--- src/rtl/board_row_fetch_arbiter.sv ---
// Round-robin arbiter sharing one GameBoard wall-map ROM port among maze agents.
// Each grant issues a locked three-read burst (row-1, row, row+1) and returns
// every row tagged with the requester index and row kind.
module board_row_fetch_arbiter #(
    parameter int NUM_REQ  = 4,
    parameter int ROW_W    = 5,
    parameter int ROW_BITS = 21,
    parameter int ROM_LAT  = 2
) (
    input  logic                     clk,
    input  logic                     reset,
    input  logic [NUM_REQ-1:0]       req,
    input  logic [NUM_REQ*ROW_W-1:0] req_row,
    output logic [NUM_REQ-1:0]       gnt,
    output logic [ROW_W-1:0]         rom_addr,
    input  logic [ROW_BITS-1:0]      rom_q,
    output logic                     rsp_valid,
    output logic [2:0]               rsp_id,
    output logic [1:0]               rsp_kind,
    output logic [ROW_BITS-1:0]      rsp_data,
    output logic [NUM_REQ-1:0]       done
);

    typedef enum logic [1:0] {IDLE, UP, MID, DN} state_t;

    localparam logic [1:0]       KIND_UP  = 2'd0;
    localparam logic [1:0]       KIND_MID = 2'd1;
    localparam logic [1:0]       KIND_DN  = 2'd2;
    localparam logic [ROW_W-1:0] ROW_ONE  = ROW_W'(1);

    state_t                  state_q, state_d;
    logic [2:0]              rr_ptr_q, rr_ptr_d;
    logic [2:0]              cur_id_q, cur_id_d;
    logic [ROW_W-1:0]        cur_row_q, cur_row_d;
    logic [ROM_LAT-1:0]      pipe_valid_q, pipe_valid_d;
    logic [ROM_LAT-1:0][2:0] pipe_id_q, pipe_id_d;
    logic [ROM_LAT-1:0][1:0] pipe_kind_q, pipe_kind_d;

    logic       grant_window;
    logic       pick_found;
    logic [2:0] pick_id;
    int         scan_idx;

    // Find the first requesting agent at or after rr_ptr, wrapping around.
    always_comb begin
        pick_found = 1'b0;
        pick_id    = 3'd0;
        scan_idx   = 0;
        for (int k = 0; k < NUM_REQ; k++) begin
            scan_idx = int'(rr_ptr_q) + k;
            if (scan_idx >= NUM_REQ) begin
                scan_idx = scan_idx - NUM_REQ;
            end
            if (!pick_found && req[scan_idx]) begin
                pick_found = 1'b1;
                pick_id    = 3'(scan_idx);
            end
        end
    end

    // Grants are only offered between bursts (IDLE) or on the last read (DN).
    always_comb begin
        grant_window = !reset && ((state_q == IDLE) || (state_q == DN));
        gnt = '0;
        if (grant_window && pick_found) begin
            gnt[pick_id] = 1'b1;
        end
    end

    // Burst sequencing: latch the winner's row, then walk UP, MID, DN.
    always_comb begin
        state_d   = state_q;
        rr_ptr_d  = rr_ptr_q;
        cur_id_d  = cur_id_q;
        cur_row_d = cur_row_q;
        unique case (state_q)
            IDLE, DN: begin
                if (grant_window && pick_found) begin
                    state_d   = UP;
                    cur_id_d  = pick_id;
                    cur_row_d = req_row[int'(pick_id)*ROW_W +: ROW_W];
                    rr_ptr_d  = (pick_id == 3'(NUM_REQ-1)) ? 3'd0 : pick_id + 3'd1;
                end else begin
                    state_d = IDLE;
                end
            end
            UP:      state_d = MID;
            MID:     state_d = DN;
            default: state_d = IDLE;
        endcase
    end

    // ROM address follows the burst phase; row arithmetic wraps modulo 2^ROW_W.
    always_comb begin
        unique case (state_q)
            UP:      rom_addr = cur_row_q - ROW_ONE;
            MID:     rom_addr = cur_row_q;
            DN:      rom_addr = cur_row_q + ROW_ONE;
            default: rom_addr = cur_row_q;
        endcase
    end

    // Tag pipeline that lines up {valid, id, kind} with the ROM read latency.
    always_comb begin
        pipe_valid_d   = pipe_valid_q;
        pipe_id_d      = pipe_id_q;
        pipe_kind_d    = pipe_kind_q;
        pipe_valid_d[0] = (state_q != IDLE);
        pipe_id_d[0]    = cur_id_q;
        unique case (state_q)
            MID:     pipe_kind_d[0] = KIND_MID;
            DN:      pipe_kind_d[0] = KIND_DN;
            default: pipe_kind_d[0] = KIND_UP;
        endcase
        for (int i = 1; i < ROM_LAT; i++) begin
            pipe_valid_d[i] = pipe_valid_q[i-1];
            pipe_id_d[i]    = pipe_id_q[i-1];
            pipe_kind_d[i]  = pipe_kind_q[i-1];
        end
    end

    // Response outputs come from the pipeline tail; data passes straight through.
    always_comb begin
        rsp_valid = pipe_valid_q[ROM_LAT-1];
        rsp_id    = pipe_id_q[ROM_LAT-1];
        rsp_kind  = pipe_kind_q[ROM_LAT-1];
        rsp_data  = rom_q;
        done      = '0;
        for (int i = 0; i < NUM_REQ; i++) begin
            done[i] = rsp_valid && (rsp_kind == KIND_DN) && (rsp_id == 3'(i));
        end
    end

    // State registers with synchronous reset that also abandons any burst in flight.
    always_ff @(posedge clk) begin
        if (reset) begin
            state_q      <= IDLE;
            rr_ptr_q     <= 3'd0;
            cur_id_q     <= 3'd0;
            cur_row_q    <= '0;
            pipe_valid_q <= '0;
            pipe_id_q    <= '0;
            pipe_kind_q  <= '0;
        end else begin
            state_q      <= state_d;
            rr_ptr_q     <= rr_ptr_d;
            cur_id_q     <= cur_id_d;
            cur_row_q    <= cur_row_d;
            pipe_valid_q <= pipe_valid_d;
            pipe_id_q    <= pipe_id_d;
            pipe_kind_q  <= pipe_kind_d;
        end
    end

endmodule
--- config.mk ---
export PLATFORM = sky130hd
export DESIGN_NAME = board_row_fetch_arbiter
export DESIGN_NICKNAME = d
export VERILOG_FILES = /design/src/rtl/board_row_fetch_arbiter.sv
export SDC_FILE = /design/constraint.sdc
export NUM_CORES = 1
export LEC_CHECK = 0
export ABC_AREA = 1
export CAP_MARGIN = 20
export CORE_MARGIN = 2
export CORE_UTILIZATION = 42
export DETAILED_ROUTE_END_ITERATION = 16
export PLACE_DENSITY = 0.82
export SLEW_MARGIN = 15
export SYNTH_ARGS = -nofsm -noshare
export SYNTH_HDL_FRONTEND = slang
export SYNTH_SLANG_ARGS = --single-unit
--- constraint.sdc ---
create_clock -name clk -period 2.3 [get_ports clk]
set_input_delay 0.23 -clock clk [delete_from_list [all_inputs] [get_ports clk]]
set_output_delay 0.23 -clock clk [all_outputs]
set_load 0.01 [all_outputs]
After elaboration in Yosys (flattened, before gate mapping)
Cells that the tools add are included.
{ "op_classes": {"order_cmp": 10, "muxes": 32, "n_mul": 1, "n_reduce_logical": 21, "n_eq_ne": 8, "n_addsub": 10, "shifts": 1} }
{ "ops": {"columns": ["cell", "n"], "rows": [
  ["$lt 32x4->1 const B", 4],
  ["$mux 32", 4],
  ["$shiftx 20x7->5", 1],
  ["$mux 3", 5],
  ["$sub 4x3->5 const B", 3],
  ["$mux 1", 14],
  ["$ge 4x3->1 const B", 3],
  ["$logic_and 1x1->1", 11],
  ["$pmux 5 s2", 1],
  ["$eq 3x2->1 const B", 3],
  ["$add 3x2->4 const B", 2],
  ["$bmux 1 s2", 4],
  ["$eq 2x2->1 const B", 3],
  ["$mul 3x3->6 const B", 1],
  ["$pmux 2 s3", 1],
  ["$add 5x1->5 const B", 1],
  ["$sub 5x1->5 const B", 1],
  ["$add 3x1->4 const B", 1],
  ["$logic_not 1->1", 4],
  ["$mux 4", 1],
  ["$pmux 2 s2", 1],
  ["$sub 3x3->4 const B", 1],
  ["$add 3x1->3 const B", 1],
  ["$eq 3x1->1 const B", 1],
  ["other kinds (11)", 11]
]} }
{ "totals": {"regBits": 25, "output_inout_bits": 40} }

Logic depth before layout (Yosys ltp)
Gate-level depths: netlist (run 1).
{ "logic_depth": {"ltp_word": 20, "mapped_depth": 15, "mapped_depth_nobuf": 15} }

Least setup slack after synthesis (run 1)
No wires, ideal clock.
{ "synth_path": {"path_type": "register -> output", "from": "register rr_ptr_q[1]", "to": "output gnt[1]", "required_ns": 2.070, "path_stages_with_launch": 14, "setup_slack_ns": 0.091, "path_buffers": 0, "arrival_time_ns": 1.979, "path_cell_list": "dfxtp_1 inv_2 ha_1 inv_1 nand2_1 nand2_4 nor2_8 nand3_4 nand2_4 inv_4 nand2_4 nor2_8 inv_1 nor3_1"} }
{ "synth_between": {"elab_chain_len": 20} }
{ "synth_lines": {"columns": ["item", "line_no", "source"], "rows": [
  ["start: declaration", "32", "logic [2:0] rr_ptr_q, rr_ptr_d;"],
  ["start signal: assignment", "146", "rr_ptr_q <= rr_ptr_d;"],
  ["parallel branches: the longest is 19 deep, another holds $sub 4x3->5", null, null],
  ["$mux 4 (*)", "65", "if (grant_window && pick_found) begin"],
  ["end: declaration", "14", "output logic [NUM_REQ-1:0] gnt,"]
]} }
Mark *: on every way between the ends. The select of a mux whose other input is x is not followed.

Final worst setup path (run 1)
{ "layout_path": {"from": "register rr_ptr_q[0]", "to": "output gnt[0]"} }
The elaborated chain is that of the path after synthesis.

==> impl_metrics.tcl, run 1 <==
set metrics [dict create \
    outcome "complete, but fails checks" \
    violations "setup timing" \
    die_w_um 71.95 \
    grt_start_max_net_pins 20 \
    r2r_end "cur_row_q[1]$_SDFFE_PP0P_" \
    clkTransAtPathRegs_ns 0.08 \
    routed-wl-met2_mm 2.386 \
    endpoint_kind "output port" \
    viasPerCell 4.885 \
    multi_input_area_um2 1171 \
    tns_ns -0.03267 \
    slew_violations 0 \
    tightest_slew_ns 0.2698 \
    startpoint_type "register" \
    antenna_found_initial 0 \
    htreeDepth 1 \
    ys_ff_latch 25 \
    hp-class "reg -> reg" \
    layout.nets 397 \
    synthesis.area_um2 1939 \
    overflow 0 \
    post-route-min-period_ns 2.333 \
    maxUsedRoutingLayer "met4" \
    diodes 0 \
    drive_gt1_share_pct 31.86 \
    post_drt_wl_per_cell_um 11.77 \
    die_area_um2 5177 \
    syn2layout_area_growth_pct 37.48 \
    cts_made_buffers 3 \
    arrival_ns 2.10 \
    drt_iter0_drc 63 \
    ff2ff_path_depth 16 \
    synth-edff-count 0 \
    cp_max_fo 5 \
    finalSetupViolCount 1 \
    critPathRequiredTime_ns 2.07 \
    clock_skew_ns 0.004368 \
    finalCritPeriodShare_pct 101.4 \
    ir_drop_v 0.001103 \
    hold_buffers 0 \
    drc 0 \
    hold-path-endpoint "rsp_id[1]$_SDFF_PP0_" \
    slowest_delay_ns 0.35 \
    power_density_nw_per_um2 1398 \
    min-delay-start "pipe_id_d[4]$_SDFF_PP0_" \
    ioPinCount 87 \
    drtPass1Iterations 4 \
    slowest_stage "dfxtp_2" \
    ant_nets 0 \
    syn_inst 279 \
    min_path_cells 2 \
    cts_tree "yes" \
    max_freq_mhz 428.7 \
    place_hpwl_mm 3.439 \
    fin_ws_ns -0.03267 \
    io_buffers 44 \
    first_global_vias 1745 \
    avgSynthCellArea_um2 6.951 \
    crit_chain "inv_2 -> ha_4 -> inv_4 -> nand3_2 -> nand2_2 -> nor2_2 -> nand2_1 -> nand2_2 -> nand3_4 -> buf_6 -> nor2_4 -> inv_2 -> nor2_2 -> buf_2" \
    ys_warn_count 0 \
    synth_ff_type "dfxtp_1" \
    core-area_um2 4414 \
    r2r_start "rr_ptr_q[0]$_SDFFE_PP0P_" \
    dp_slack_ns -0.2925 \
    cts-root-buf "clkbuf_8" \
    insertion_delay_ns 0.26 \
    rsz0062_at_grt "yes" \
    relSlewSlack_pct 81.85 \
    wl_met3_um 207 \
    crit_family "simple AND/OR/NAND/NOR gates" \
    fp-row-count 24 \
    cts.sinks 25 \
    num_vias 1910 \
    clockBufferDepth 2 \
    syn-num-nets 336 \
    die_y_um 71.95 \
    nFillCells 382 \
    hold_viol_final 0 \
    async_flop_share_pct 0 \
    grt_use_total_pct 17.29 \
    seq_area_um2 505.5 \
    max_cap_viol_count 0 \
    yosysUniqueCellTypes 32 \
    reg2reg_setup_slack_ns 0.13 \
    place.gp.congestion 0.8571 \
    path_buf_inv 5 \
    p_leak_nw 1.274 \
    start_util_pct 43.93 \
    wl_met1_mm 1.973 \
    critical_path_class "reg -> out" \
    grt_pass1_wl_mm 7.403 \
    routed_wl_mm 4.602 \
    yosysSeqAreaShare_pct 25.81 \
]
[final cells by class]
type,count,share of cell area (%)
clock buffers,4,1.689
well taps,52,2.440
inverters,44,6.382
flip-flops and latches,25,18.96
multi-input cells,184,43.92
repair buffers,82,26.61
[worst register-to-register path, stage by stage (launching register included)]
cell	delay, ns
dfxtp_2	0.35
inv_2	0.05
ha_4	0.31
inv_4	0.05
nand2_2	0.08
nand2_4	0.07
nor2_8	0.15
nand4_1	0.19
buf_4	0.19
buf_4	0.12
buf_4	0.12
nand4_1	0.06
nand2_1	0.06
nand2_1	0.06
nand2_1	0.05
nand2_1	0.08
a21oi_1	0.08
[how the worst max path moves through the flow]
stage / from / to / cells past startpoint
2_1_floorplan: rr_ptr_q[1]$_SDFFE_PP0P_ / gnt[1] / 13
3_3_place_gp: req[2] / gnt[0] / 12
3_5_place_dp: req[2] / gnt[0] / 12
4_1_cts: rr_ptr_q[0]$_SDFFE_PP0P_ / gnt[0] / 14
5_1_grt: rr_ptr_q[0]$_SDFFE_PP0P_ / gnt[0] / 14
6_report: rr_ptr_q[0]$_SDFFE_PP0P_ / gnt[0] / 14
[cell usage after synthesis (all sizes together) (2+ instances only)]
cell type	count	area (um2)
xnor2	2	17.52
a21oi	10	61.31
nor2	22	117.6
nor4	4	25.02
nand4	7	43.79
ha	9	112.6
nand2	81	379.1
nand3	32	205.2
buf	24	187.7
inv	44	167.7
o21ai	8	40.03
nor3	2	10.01
dfxtp	25	500.5
clkbuf	2	7.510
[stage by stage]
step	total power, W	utilization [%]	instance area (um2)	std cells	hold slack [ns]
after global placement	0.003137	56.24	2482	380	0.3903
after floorplan	0.002239	-	1939	279	0.3883
after global routing	0.004054	60.40	2666	391	0.4289
after detailed placement	0.003188	56.24	2482	380	0.3932
after CTS	0.003512	58.16	2567	387	0.4041
final	0.003728	60.40	2666	391	0.4036
[placed cells by master, fill, tap and decap left out, types with 2 or more instances in the layout]
| cell | instances |
|---|---|
| buf_6 | 2 |
| a21oi_2 | 5 |
| nor2_2 | 3 |
| a21oi_1 | 5 |
| inv_1 | 35 |
| clkbuf_8 | 3 |
| dfxtp_2 | 4 |
| nand3_1 | 24 |
| clkdlybuf4s50_1 | 34 |
| o21ai_1 | 3 |
| nor2_1 | 15 |
| dfxtp_1 | 21 |
| nor2_8 | 2 |
| dlymetal6s2s_1 | 3 |
| nand2_2 | 16 |
| nand3_2 | 5 |
| nand2_1 | 58 |
| o21ai_0 | 5 |
| ha_4 | 2 |
| nand4_1 | 7 |
| buf_4 | 36 |
| ha_1 | 7 |
| nand2_4 | 7 |
| buf_2 | 6 |
| inv_4 | 2 |
| nor2_4 | 2 |
| inv_2 | 7 |
| nor4_1 | 4 |
| xnor2_1 | 2 |
| nand3_4 | 3 |
[sequential cells by signal, summed over array words and instances (netlist names)]
register      cells
pipe_kind_d       2
cur_row_q         5
rsp_id            3
pipe_valid_q      2
rr_ptr_q          3
rsp_kind          2
pipe_id_d         3
cur_id_q          3
state_q           2
[repair_timing]
| action | 4_1_cts | 5_1_grt |
|---|---|---|
| setup buffers | 3 | 4 |
| setup endpoints to repair | 7 | 9 |
| gates resized for setup | 32 | 30 |
| pin swaps | 6 | 13 |
[per-layer routing]
metal,track usage (%),vias up
met5,0,-
met4,2.516,0
met3,3.333,6
met2,31.28,58
met1,21.80,866
li1,-,980
[power by group]
part	switching (W)	internal (W)
registers	0.0000605	0.000550
clock network	0.000126	0.000124
logic	0.00158	0.00129
total	0.00176	0.00197
[cells by family (layout without fill, tap and decap cells)]
logic type      Yosys count  in the layout  synth area share [%]
compound gates           21             21                 6.323
xor+xnor                  3              3                 1.355
fa+ha+maj                10             10                 6.839
buf+inv                  70            130                 18.71
flops                    25             25                 25.81
simple gates            150            150                 40.97
Power figures use the tool's default switching activity.
==> run 2, diff against run 1 <==
Settings changed: CTS_BUF_LIST set to sky130_fd_sc_hd__clkbuf_8 sky130_fd_sc_hd__clkbuf_16.
==> impl_metrics.tcl, run 2 (synthesized netlist as in run 1, its figures left out) <==
set metrics [dict create \
    outcome "complete, but fails checks" \
    violations "setup timing" \
    grt_use_total_pct 17.29 \
    crit_chain "inv_2 -> ha_4 -> inv_4 -> nand3_2 -> nand2_2 -> nor2_2 -> nand2_1 -> nand2_2 -> nand3_4 -> buf_6 -> nor2_4 -> inv_2 -> nor2_2 -> buf_2" \
    num_vias 1909 \
    ir_drop_v 0.001102 \
    cp-startpoint "rr_ptr_q[0]$_SDFFE_PP0P_" \
    die_w_um 71.95 \
    clkTransAtPathRegs_ns 0.08 \
    core-area_um2 4414 \
    drtPass1Iterations 4 \
    rsz0062_at_grt "yes" \
    clock_skew_ns 0.004148 \
    largest_register "cur_row_q" \
    grt_start_max_net_pins 20 \
    dp_slack_ns -0.2925 \
    grt_pass1_wl_mm 7.403 \
    place_hpwl_mm 3.439 \
    drt_iter0_drc 63 \
    cts.sinks 25 \
    hp-class "reg -> reg" \
    p_leak_nw 1.278 \
    die_area_um2 5177 \
    critPathRequiredTime_ns 2.07 \
    layout.nets 397 \
    slowest_delay_ns 0.35 \
    max_freq_mhz 428.7 \
    insertion_delay_ns 0.26 \
    relSlewSlack_pct 81.85 \
    clockBufferDepth 2 \
    final_common_cell "nand2_1" \
    diodes 0 \
    layout_common_cells "nand2_1 (58), inv_1 (36), buf_4 (36)" \
    slowest_stage "dfxtp_2" \
    arrival_ns 2.10 \
    routed_wl_mm 4.603 \
    overflow 0 \
    cts-root-buf "clkbuf_8" \
    fp-row-count 24 \
    power_density_nw_per_um2 1397 \
    ant_nets 0 \
    viasPerCell 4.882 \
    post_drt_wl_per_cell_um 11.77 \
    finalCritPeriodShare_pct 101.4 \
    ioPinCount 87 \
    finish.utilization_pct 60.40 \
    max_cap_viol_count 0 \
    cts_made_buffers 3 \
    hold_buffers 0 \
    reg2reg_setup_slack_ns 0.13 \
    largest_reg_flops 5 \
    critical_path_class "reg -> out" \
    hold_viol_final 0 \
    fin_ws_ns -0.03248 \
    die_y_um 71.95 \
    antenna_found_initial 0 \
    ff2ff_path_depth 16 \
    r2r_end "cur_row_q[1]$_SDFFE_PP0P_" \
    start_util_pct 43.93 \
    place.gp.congestion 0.8571 \
    finalSetupViolCount 1 \
    first_global_vias 1745 \
    io_buffers 44 \
    startpoint_type "register" \
    endpoint "gnt[0]" \
    drive_gt1_share_pct 31.86 \
    r2r_start "rr_ptr_q[0]$_SDFFE_PP0P_" \
    post-route-min-period_ns 2.332 \
    cts_tree "yes" \
    cp_max_fo 5 \
    tightest_slew_ns 0.2698 \
    drc 0 \
    slew_violations 0 \
    syn2layout_area_growth_pct 37.48 \
    htreeDepth 1 \
    endpoint_kind "output port" \
]
[run 2: worst min path at each step]
stage	from	end	slack (ns)	cells after the start
5_1_grt	pipe_kind_d[3]$_SDFF_PP0_	rsp_kind[1]$_SDFF_PP0_	0.43	2
6_report	pipe_id_d[4]$_SDFF_PP0_	rsp_id[1]$_SDFF_PP0_	0.40	2
2_1_floorplan	pipe_valid_q[0]$_SDFF_PP0_	pipe_valid_q[1]$_SDFF_PP0_	0.39	2
3_3_place_gp	pipe_kind_d[2]$_SDFF_PP0_	rsp_kind[0]$_SDFF_PP0_	0.39	2
4_1_cts	pipe_id_d[4]$_SDFF_PP0_	rsp_id[1]$_SDFF_PP0_	0.40	2
3_5_place_dp	pipe_id_d[4]$_SDFF_PP0_	rsp_id[1]$_SDFF_PP0_	0.39	2
[run 2: area by class of cell]
class	count	area (um2)
clock buffers	3	41.29
clock inverters	1	3.754
fillers	382	1748
inverters	44	170.2
multi-input cells	184	1171
flip-flops and latches	25	505.5
well taps	52	65.06
repair buffers	82	709.4
[run 2: repair_timing]
| item | CTS | global route |
|---|---|---|
| resized for setup | 32 | 30 |
| endpoints found under the setup margin | 7 | 9 |
| pin swaps | 6 | 13 |
| setup buffers | 3 | 4 |
[run 2: worst max-delay path, delay by kind of cell, from the launching register on]
family                     cells  cell delay [ns]
adders and majority gates      1             0.31
and+or+nand+nor                8             0.74
buffers and inverters          5             0.43
DFF                            1             0.35
[run 2: per-stage QoR]
stage	std cells	hold WS [ns]	total power, W	instance area, um2	TNS [ns]
after floorplan	279	0.3883	0.002239	1939	0
after global placement	380	0.3903	0.003137	2482	-1.126
after detailed placement	380	0.3932	0.003188	2482	-1.341
after CTS	387	0.4041	0.003508	2567	-0.04462
after global routing	391	0.4290	0.004050	2666	-0.3045
final	391	0.4038	0.003724	2666	-0.03248
[run 2: power by group]
group / internal, W / leakage, nW / total, W / switching [W]
logic: 0.00129 / 1.05 / 0.00287 / 0.00158
registers: 0.000550 / 0.206 / 0.000611 / 0.0000605
clock network: 0.000119 / 0.0269 / 0.000245 / 0.000126
[run 2: routing by layer]
metal	vias up	share of wire, %	global-route usage (%)	routed length (um)
li1	980	-	-	-
met1	867	43	21.80	1980
met2	56	52	31.28	2384
met3	6	4.4	3.333	201
met4	0	0.78	2.516	36
met5	-	0	0	0
==> run 3, diff against run 2 <==
Settings changed: CTS_BUF_LIST sky130_fd_sc_hd__clkbuf_8 sky130_fd_sc_hd__clkbuf_16 to not set.
==> results of run 3 <==
The final DEF is identical to that of run 1; final timing and power are the same.
